===== config.mk =====
export PLATFORM = sky130hd
export DESIGN_NAME = ex_mem_stage
export DESIGN_NICKNAME = d
export VERILOG_FILES = /design/src/rtl/ex_mem_stage.sv
export SDC_FILE = /design/constraint.sdc
export NUM_CORES = 1
export LEC_CHECK = 0
export CAP_MARGIN = 40
export CORE_UTILIZATION = 35
export CTS_CLUSTER_DIAMETER = 80
export DETAILED_ROUTE_END_ITERATION = 10
export PLACE_DENSITY = 0.76
export REMOVE_ABC_BUFFERS = 1
export SYNTH_ARGS = -nofsm -noshare
export SYNTH_HDL_FRONTEND = slang
export SYNTH_SLANG_ARGS = --single-unit

===== constraint.sdc =====
create_clock -name clk -period 1.4 [get_ports clk]
set_input_delay 0.14 -clock clk [delete_from_list [all_inputs] [get_ports clk]]
set_output_delay 0.14 -clock clk [all_outputs]
set_load 0.01 [all_outputs]

===== src/rtl/ex_mem_stage.sv =====
// ex_mem_stage
// ------------
// EX/MEM pipeline boundary of the 16-bit core.
//
// Responsibilities:
//   - Registers the execute-stage result and the memory/writeback control
//     bits for the memory stage.
//   - Owns the architectural {Z, V, N} flag register that branch resolution
//     reads.
//   - Owns the halt latch. Once HLT is captured, the stage only produces
//     bubbles until reset.
//
// Ports:
//   clk, rst           core clock; synchronous active-high reset
//   stall              hold every register, the flags and the state
//   flush              load a bubble instead of the incoming instruction
//   in_valid           execute stage presents a real instruction
//   in_opcode          4-bit opcode
//   in_result          execute-unit result (RED arrives sign-extended)
//   in_ovfl            signed overflow from the ADD/SUB adder
//   in_store_data      forwarded rt value for SW
//   in_dst             destination register index
//   in_reg_write, in_mem_read, in_mem_write   control bits
//   out_*              registered copies of the above; control bits are 0
//                      for bubbles
//   out_halt           HLT currently occupies this stage
//   flags              {Z, V, N} architectural flags
//   halted             sticky: a HLT has been captured

module ex_mem_stage #(
    parameter int WIDTH = 16
) (
    input  logic             clk,
    input  logic             rst,
    input  logic             stall,
    input  logic             flush,
    input  logic             in_valid,
    input  logic [3:0]       in_opcode,
    input  logic [WIDTH-1:0] in_result,
    input  logic             in_ovfl,
    input  logic [WIDTH-1:0] in_store_data,
    input  logic [3:0]       in_dst,
    input  logic             in_reg_write,
    input  logic             in_mem_read,
    input  logic             in_mem_write,
    output logic             out_valid,
    output logic [3:0]       out_opcode,
    output logic [WIDTH-1:0] out_result,
    output logic [WIDTH-1:0] out_store_data,
    output logic [3:0]       out_dst,
    output logic             out_reg_write,
    output logic             out_mem_read,
    output logic             out_mem_write,
    output logic             out_halt,
    output logic [2:0]       flags,
    output logic             halted
);

    localparam logic [3:0] OP_ADD = 4'b0000;
    localparam logic [3:0] OP_SUB = 4'b0001;
    localparam logic [3:0] OP_XOR = 4'b0010;
    localparam logic [3:0] OP_SLL = 4'b0100;
    localparam logic [3:0] OP_SRA = 4'b0101;
    localparam logic [3:0] OP_ROR = 4'b0110;
    localparam logic [3:0] OP_HLT = 4'b1111;

    typedef enum logic {
        ST_RUN,
        ST_HALTED
    } state_t;

    state_t state;
    logic   flag_z;
    logic   flag_v;
    logic   flag_n;
    logic   capture;

    // A real instruction is taken only while running and not being flushed.
    // Every other non-stalled edge loads a bubble.
    assign capture = in_valid && !flush && (state == ST_RUN);

    // Single register block for the pipeline latch, flags and halt FSM.
    // On a bubble, the data fields (result, store data, destination) keep
    // their old values. Only the validity and side-effect bits are cleared,
    // so that downstream logic cannot act on the stale data.
    always_ff @(posedge clk) begin
        if (rst) begin
            state          <= ST_RUN;
            out_valid      <= 1'b0;
            out_opcode     <= '0;
            out_result     <= '0;
            out_store_data <= '0;
            out_dst        <= '0;
            out_reg_write  <= 1'b0;
            out_mem_read   <= 1'b0;
            out_mem_write  <= 1'b0;
            out_halt       <= 1'b0;
            flag_z         <= 1'b0;
            flag_v         <= 1'b0;
            flag_n         <= 1'b0;
        end else if (!stall) begin
            if (capture) begin
                out_valid      <= 1'b1;
                out_opcode     <= in_opcode;
                out_result     <= in_result;
                out_store_data <= in_store_data;
                out_dst        <= in_dst;
                out_reg_write  <= in_reg_write;
                out_mem_read   <= in_mem_read;
                out_mem_write  <= in_mem_write;
                out_halt       <= (in_opcode == OP_HLT);
                if (in_opcode == OP_HLT) begin
                    state <= ST_HALTED;
                end
                // Only the adder produces meaningful V and N. The logic and
                // shift ops refresh Z alone. Everything else leaves the flags
                // alone.
                case (in_opcode)
                    OP_ADD, OP_SUB: begin
                        flag_z <= (in_result == '0);
                        flag_v <= in_ovfl;
                        flag_n <= in_result[WIDTH-1];
                    end
                    OP_XOR, OP_SLL, OP_SRA, OP_ROR: begin
                        flag_z <= (in_result == '0);
                    end
                    default: begin
                    end
                endcase
            end else begin
                out_valid     <= 1'b0;
                out_opcode    <= '0;
                out_reg_write <= 1'b0;
                out_mem_read  <= 1'b0;
                out_mem_write <= 1'b0;
                out_halt      <= 1'b0;
            end
        end
    end

    assign flags  = {flag_z, flag_v, flag_n};
    assign halted = (state == ST_HALTED);

endmodule

==> results of run 1 <==
power by group:
group | internal (mW) | switching [mW] | total, mW
Combinational | 0.262 | 0.162 | 0.425
Clock | 0.355 | 0.423 | 0.778
Sequential | 1.43 | 0.0203 | 1.45
Total | 2.05 | 0.606 | 2.66
through the flow:
| stage | total power, mW | instance area, sq um | worst slack (ns) | cells |
|---|---|---|---|---|
| after CTS | 2.677 | 2990 | 0.006823 | 390 |
| after detailed placement | 1.895 | 2910 | -0.2435 | 382 |
| after global routing | 2.789 | 3058 | -0.001527 | 395 |
| after floorplan | 1.581 | 1688 | -0.6884 | 200 |
| after global placement | 1.890 | 2910 | -0.1971 | 382 |
| final | 2.656 | 3058 | 0.05241 | 395 |
synth_stat cells (all sizes together):
cell | count | area (sq um)
nand2 | 74 | 277.8
dfxtp | 49 | 980.9
a21oi | 42 | 210.2
buf | 14 | 103.8
nor2 | 8 | 30.03
a22oi | 7 | 52.55
clkbuf | 4 | 15.01
nand3 | 4 | 20.02
nor4 | 3 | 18.77
o21ai | 3 | 15.01
inv | 2 | 7.510
nor3 | 2 | 10.01
a211o | 1 | 8.760
and3 | 1 | 6.260
nand4 | 1 | 6.260
nor4b | 1 | 23.77
or3 | 1 | 6.260
or4b | 1 | 13.76
timing repair:
action / CTS / global route
setup buffers: 0 / 2
gates resized for setup: 0 / 8
hold endpoints to repair: 0 / 0
endpoints found under the setup margin: 0 / 43
worst max-delay path: stages:
cell             delay [ns]
clkdlybuf4s50_1        0.43
or4b_4                 0.62
clkbuf_16              0.21
nand2_1                0.07
a21oi_1                0.06
cells by family (layout without fill, tap and decap cells):
family                 count (synthesis)  in the layout
and+or+nand+nor                       96             96
AOI/OAI and AO/OA                     53             53
DFF                                   49             49
buffers and inverters                 20            130
state kept, by name, summed over array words and instances, names as in the netlist:
register        count
out_mem_read        1
flag_n              1
flag_z              1
out_store_data     16
halted              1
out_halt            1
out_dst             4
out_mem_write       1
flag_v              1
out_reg_write       1
out_valid           1
out_result         16
out_opcode          4
final cells by class:
| class | count | area (sq um) |
|---|---|---|
| well taps | 67 | 83.83 |
| repair buffers | 120 | 1201 |
| clock buffers | 8 | 80.08 |
| fillers | 459 | 1790 |
| multi-input cells | 149 | 703.2 |
| inverters | 2 | 7.507 |
| flip-flops and latches | 49 | 982.2 |
worst min-delay path by stage:
stage,from,endpoint,cells after the start
2_1_floorplan,rst,flag_n$_SDFFE_PP0P_,1
3_3_place_gp,rst,out_result[12]$_SDFFE_PP0P_,2
3_5_place_dp,rst,out_result[4]$_SDFFE_PP0P_,2
4_1_cts,rst,out_result[4]$_SDFFE_PP0P_,2
5_1_grt,rst,out_result[4]$_SDFFE_PP0P_,2
6_report,rst,out_store_data[15]$_SDFFE_PP0P_,2
metal layers:
| layer | vias up | GRT usage (%) |
|---|---|---|
| met5 | - | 0 |
| met4 | 0 | 6.410 |
| met2 | 66 | 30.38 |
| met3 | 5 | 5.761 |
| li1 | 941 | - |
| met1 | 851 | 19.48 |
==> impl_metrics.env, run 1 <==
export IMPL_synth_seq_cells=49
export IMPL_dr_wl_met3_um=377
export IMPL_dp_hpwl_um=3474
export IMPL_path_class="in -> reg"
export IMPL_routed_top_layer="met4"
export IMPL_status="complete, no violations"
export IMPL_wl_met1_um=2084
export IMPL_synth_fa_ha_area_share_pct=0
export IMPL_worstReg2RegEnd="out_dst[3]$_SDFFE_PP0P_"
export IMPL_wl_met2_um=2376
export IMPL_layout_nets=376
export IMPL_finalSetupTns_ns=0
export IMPL_worstPathArrival_ns=1.53
export IMPL_crit_fanout=15
export IMPL_synth_compound_area_share_pct=15.86
export IMPL_crit_path_end="out_dst[3]$_SDFFE_PP0P_"
export IMPL_final_setup_skew_ns=0.002000
export IMPL_cp_required_ns=1.58
export IMPL_synth_top_family_by_area="simple AND/OR/NAND/NOR gates"
export IMPL_core_area_sq_um=4848
export IMPL_cp_end_kind="register"
export IMPL_drtAntennaViolNets=0
export IMPL_insertion_delay_ns=0.29
export IMPL_grt_pass1_wl_um=7300
export IMPL_clkTransAtPathRegs_ns=0.08
export IMPL_layout_drive_gt1_share_pct=10.06
export IMPL_p_per_area_nw_per_um2=868.6
export IMPL_cts_tree="done"
export IMPL_synthCells=218
export IMPL_period_share_pct=96.26
export IMPL_syn_area_sq_um=1807
export IMPL_yosysWarnings=0
export IMPL_grt_overflow=0
export IMPL_cts_sinks=49
export IMPL_rows=25
export IMPL_initial_core_util_pct=37.26
export IMPL_finalMaxSlewViolations=0
export IMPL_gp_congestion=0.8272
export IMPL_synthSimpleGateAreaFrac_pct=22.85
export IMPL_irDropWorstVdd_mv=0.5902
export IMPL_clk_path_buf_depth=2
export IMPL_ys_seq_area_share_pct=54.29
export IMPL_first_global_vias=1676
export IMPL_slew_headroom_pct=76.28
export IMPL_die_area_sq_um=5453
export IMPL_io_buffers=97
export IMPL_viasPerCell=4.716
export IMPL_fin_util_pct=63.07
export IMPL_mostFrequentLayoutCell="clkdlybuf4s50_1"
export IMPL_hold_path_class="in -> reg"
export IMPL_rr_worst_depth=4
export IMPL_cts_hold_buf=0
export IMPL_worst_pin_slew_ns=0.3525
export IMPL_antenna_found_initial=0
export IMPL_grt_max_degree=31
export IMPL_yosys_cell_types_count=21
export IMPL_vias=1863
export IMPL_reg2reg_from="halted$_SDFFE_PP0P_"
export IMPL_rsz0062_at_grt="true"
export IMPL_setup_viol=0
export IMPL_htree_levels=2
export IMPL_drt_iter0_markers=53
export IMPL_leakagePower_nw=1.097
export IMPL_synthToLayoutAreaGrowth_pct=69.25
export IMPL_antenna_cells=0
export IMPL_synthMuxAreaShare_pct=0
export IMPL_postSynthAreaPerCell_sq_um=8.288
export IMPL_synth_xor_area_share_pct=0
export IMPL_hold_viol=0
export IMPL_die_w_um=73.85
export IMPL_whs_ns=0.1245
export IMPL_drt_pass1_iterations=4
export IMPL_cap_viol_max_count=0
export IMPL_critPathLaunchType="input pin"
export IMPL_fin_crit_ns=1.348
export IMPL_max_freq_mhz=742.1
export IMPL_post_route_drc_count=0
export IMPL_wl_per_cell_um=12.38
export IMPL_rrSetupSlack_ns=0.06
export IMPL_die_y_um=73.85
export IMPL_ioPinCount=98
export IMPL_wl_um=4890
export IMPL_cts_root_buffer="clkbuf_8"
export IMPL_final_cell_mix="clkdlybuf4s50_1 (95), nand2_1 (74), dfxtp_1 (48)"
export IMPL_grt_total_usage_pct=17.35
export IMPL_crit_path_start="flush"
export IMPL_cts_buffers=5
(Power assumes the default switching activity.)
==> inputs of run 2 (changes only) <==
--- a/config.mk
+++ b/config.mk
@@ -6,10 +6,11 @@
 export NUM_CORES = 1
 export LEC_CHECK = 0
 export CAP_MARGIN = 40
-export CORE_UTILIZATION = 35
+export CORE_UTILIZATION = 36
+export CTS_BUF_LIST = sky130_fd_sc_hd__clkbuf_8
 export CTS_CLUSTER_DIAMETER = 80
 export DETAILED_ROUTE_END_ITERATION = 10
-export PLACE_DENSITY = 0.76
+export PLACE_DENSITY = 0.78
 export REMOVE_ABC_BUFFERS = 1
 export SYNTH_ARGS = -nofsm -noshare
 export SYNTH_HDL_FRONTEND = slang
==> run 2 against run 1 <==
  * Flip-flop and latch count unchanged
  * Non-clock buffer count down 7
  * Fmax increased by 1.3%
  * Via count is 3.2% lower
  * Critical path depth shrank 4
  * Clock skew up 0.0010 ns
  * Wire length decreased by 5.7%
  * Cell count is 1.8% lower
  * First-iteration DRC count down 36%
==> impl_metrics.env, run 2 (synthesis gave the netlist of run 1 again) <==
export IMPL_ioPinCount=98
export IMPL_antenna_found_initial=0
export IMPL_drtAntennaViolNets=0
export IMPL_io_buffers=97
export IMPL_final_setup_skew_ns=0.003001
export IMPL_viasPerCell=4.649
export IMPL_status="complete, no violations"
export IMPL_worstPathArrival_ns=1.19
export IMPL_die_area_sq_um=5306
export IMPL_worst_path_buf_inv=1
export IMPL_fin_ws_ns=0.07006
export IMPL_grt_pass1_wl_um=7389
export IMPL_final_area_sq_um=3012
export IMPL_cts_root_buffer="clkbuf_8"
export IMPL_clkTransAtPathRegs_ns=0.08
export IMPL_layout_nets=369
export IMPL_drt_pass1_iterations=4
export IMPL_slew_headroom_pct=74.14
export IMPL_synthToLayoutAreaGrowth_pct=66.69
export IMPL_gp_congestion=0.8554
export IMPL_rows=25
export IMPL_post_route_drc_count=0
export IMPL_cap_viol_max_count=0
export IMPL_cp_top_family="buffers and inverters"
export IMPL_cp_end_kind="primary output"
export IMPL_rrSetupSlack_ns=0.09
export IMPL_cp_required_ns=1.26
export IMPL_hold_path_class="in -> reg"
export IMPL_worst_pin_slew_ns=0.3843
export IMPL_layout_drive_gt1_share_pct=8.100
export IMPL_crit_fanout=2
export IMPL_dp_hpwl_um=3392
export IMPL_cts_sinks=49
export IMPL_period_share_pct=95.00
export IMPL_grt_overflow=0
export IMPL_cp_cell_sequence="clkdlybuf4s50_1"
export IMPL_placed_area_sq_um=2868
export IMPL_htree_levels=2
export IMPL_grt_total_usage_pct=17.80
export IMPL_insertion_delay_ns=0.29
export IMPL_wl_um=4610
export IMPL_irDropWorstVdd_mv=0.5682
export IMPL_critPathLaunchType="register"
export IMPL_cts_buffers=5
export IMPL_clk_path_buf_depth=2
export IMPL_p_per_area_nw_per_um2=951.4
export IMPL_final_cell_mix="clkdlybuf4s50_1 (95), nand2_1 (74), dfxtp_1 (49)"
export IMPL_leakagePower_nw=1.073
export IMPL_drt_iter0_markers=34
export IMPL_wl_per_cell_um=11.88
export IMPL_initial_core_util_pct=37.75
export IMPL_first_global_vias=1708
export IMPL_reg_largest_list="out_result: 16 flops, out_store_data: 16 flops"
export IMPL_setup_viol=0
export IMPL_die_w_um=72.84
export IMPL_antenna_cells=0
export IMPL_grt_max_degree=26
export IMPL_finalMaxSlewViolations=0
export IMPL_core_area_sq_um=4786
export IMPL_worst_path_largest_cell_delay_ns=0.54
export IMPL_cts_tree="done"
export IMPL_fin_crit_ns=1.330
export IMPL_path_class="reg -> out"
export IMPL_die_y_um=72.84
export IMPL_vias=1804
export IMPL_mostFrequentLayoutCell="clkdlybuf4s50_1"
export IMPL_hold_viol=0
export IMPL_max_freq_mhz=751.9
export IMPL_crit_slowest_cell="clkdlybuf4s50_1"
export IMPL_pre_cts_ws_ns=-0.2423
## run 2: what timing repair did
item | CTS | global route
setup endpoints to repair | 4 | 32
gates cloned | 0 | 1
gates resized for setup | 1 | 4
hold buffers | 0 | 0
pin swaps | 0 | 2
setup buffers | 0 | 1
## run 2: area by class of cell
type,count,area [sq um]
clock inverters,2,33.78
clock buffers,6,82.58
flip-flops and latches,49,980.9
multi-input cells,149,699.4
inverters,2,7.507
fillers,437,1774
repair buffers,113,1124
well taps,67,83.83
## run 2: per-stage QoR
stage	setup TNS [ns]	hold WS [ns]	std cells	total power, mW	util (%)
3_3_place_gp	-8.488	0.4405	378	1.879	59.92
4_1_cts	-0.03433	0.1635	386	2.886	62.33
2_1_floorplan	-27.30	0.2091	200	1.581	-
3_5_place_dp	-8.991	0.4459	378	1.882	59.92
6_report	0	0.1733	388	2.865	62.93
5_1_grt	-0.04061	0.1876	388	2.976	62.93
## run 2: routing by layer
| layer | part of all wire (%) | vias to the layer above | track usage, % |
|---|---|---|---|
| met4 | 0.91 | 0 | 5.882 |
| met3 | 6.7 | 5 | 4.282 |
| li1 | - | 928 | - |
| met5 | 0 | - | 0 |
| met2 | 49 | 67 | 30.74 |
| met1 | 44 | 804 | 21.72 |
## run 2: report_power, final
part           total, mW  internal (mW)  switching (mW)
clock network       1.01          0.575           0.433
logic              0.404          0.248           0.156
registers           1.45           1.43          0.0206
## run 2: path summary, 6_finish.rpt
check / start / to / cells past startpoint
hold reg to reg: out_store_data[7]$_SDFFE_PP0P_ / out_store_data[7]$_SDFFE_PP0P_ / 2
setup / recovery: out_opcode[3]$_SDFFE_PP0N_ / out_opcode[3] / 1
setup reg to reg: halted$_SDFFE_PP0P_ / out_store_data[12]$_SDFFE_PP0P_ / 6
hold / removal: rst / out_result[6]$_SDFFE_PP0P_ / 2
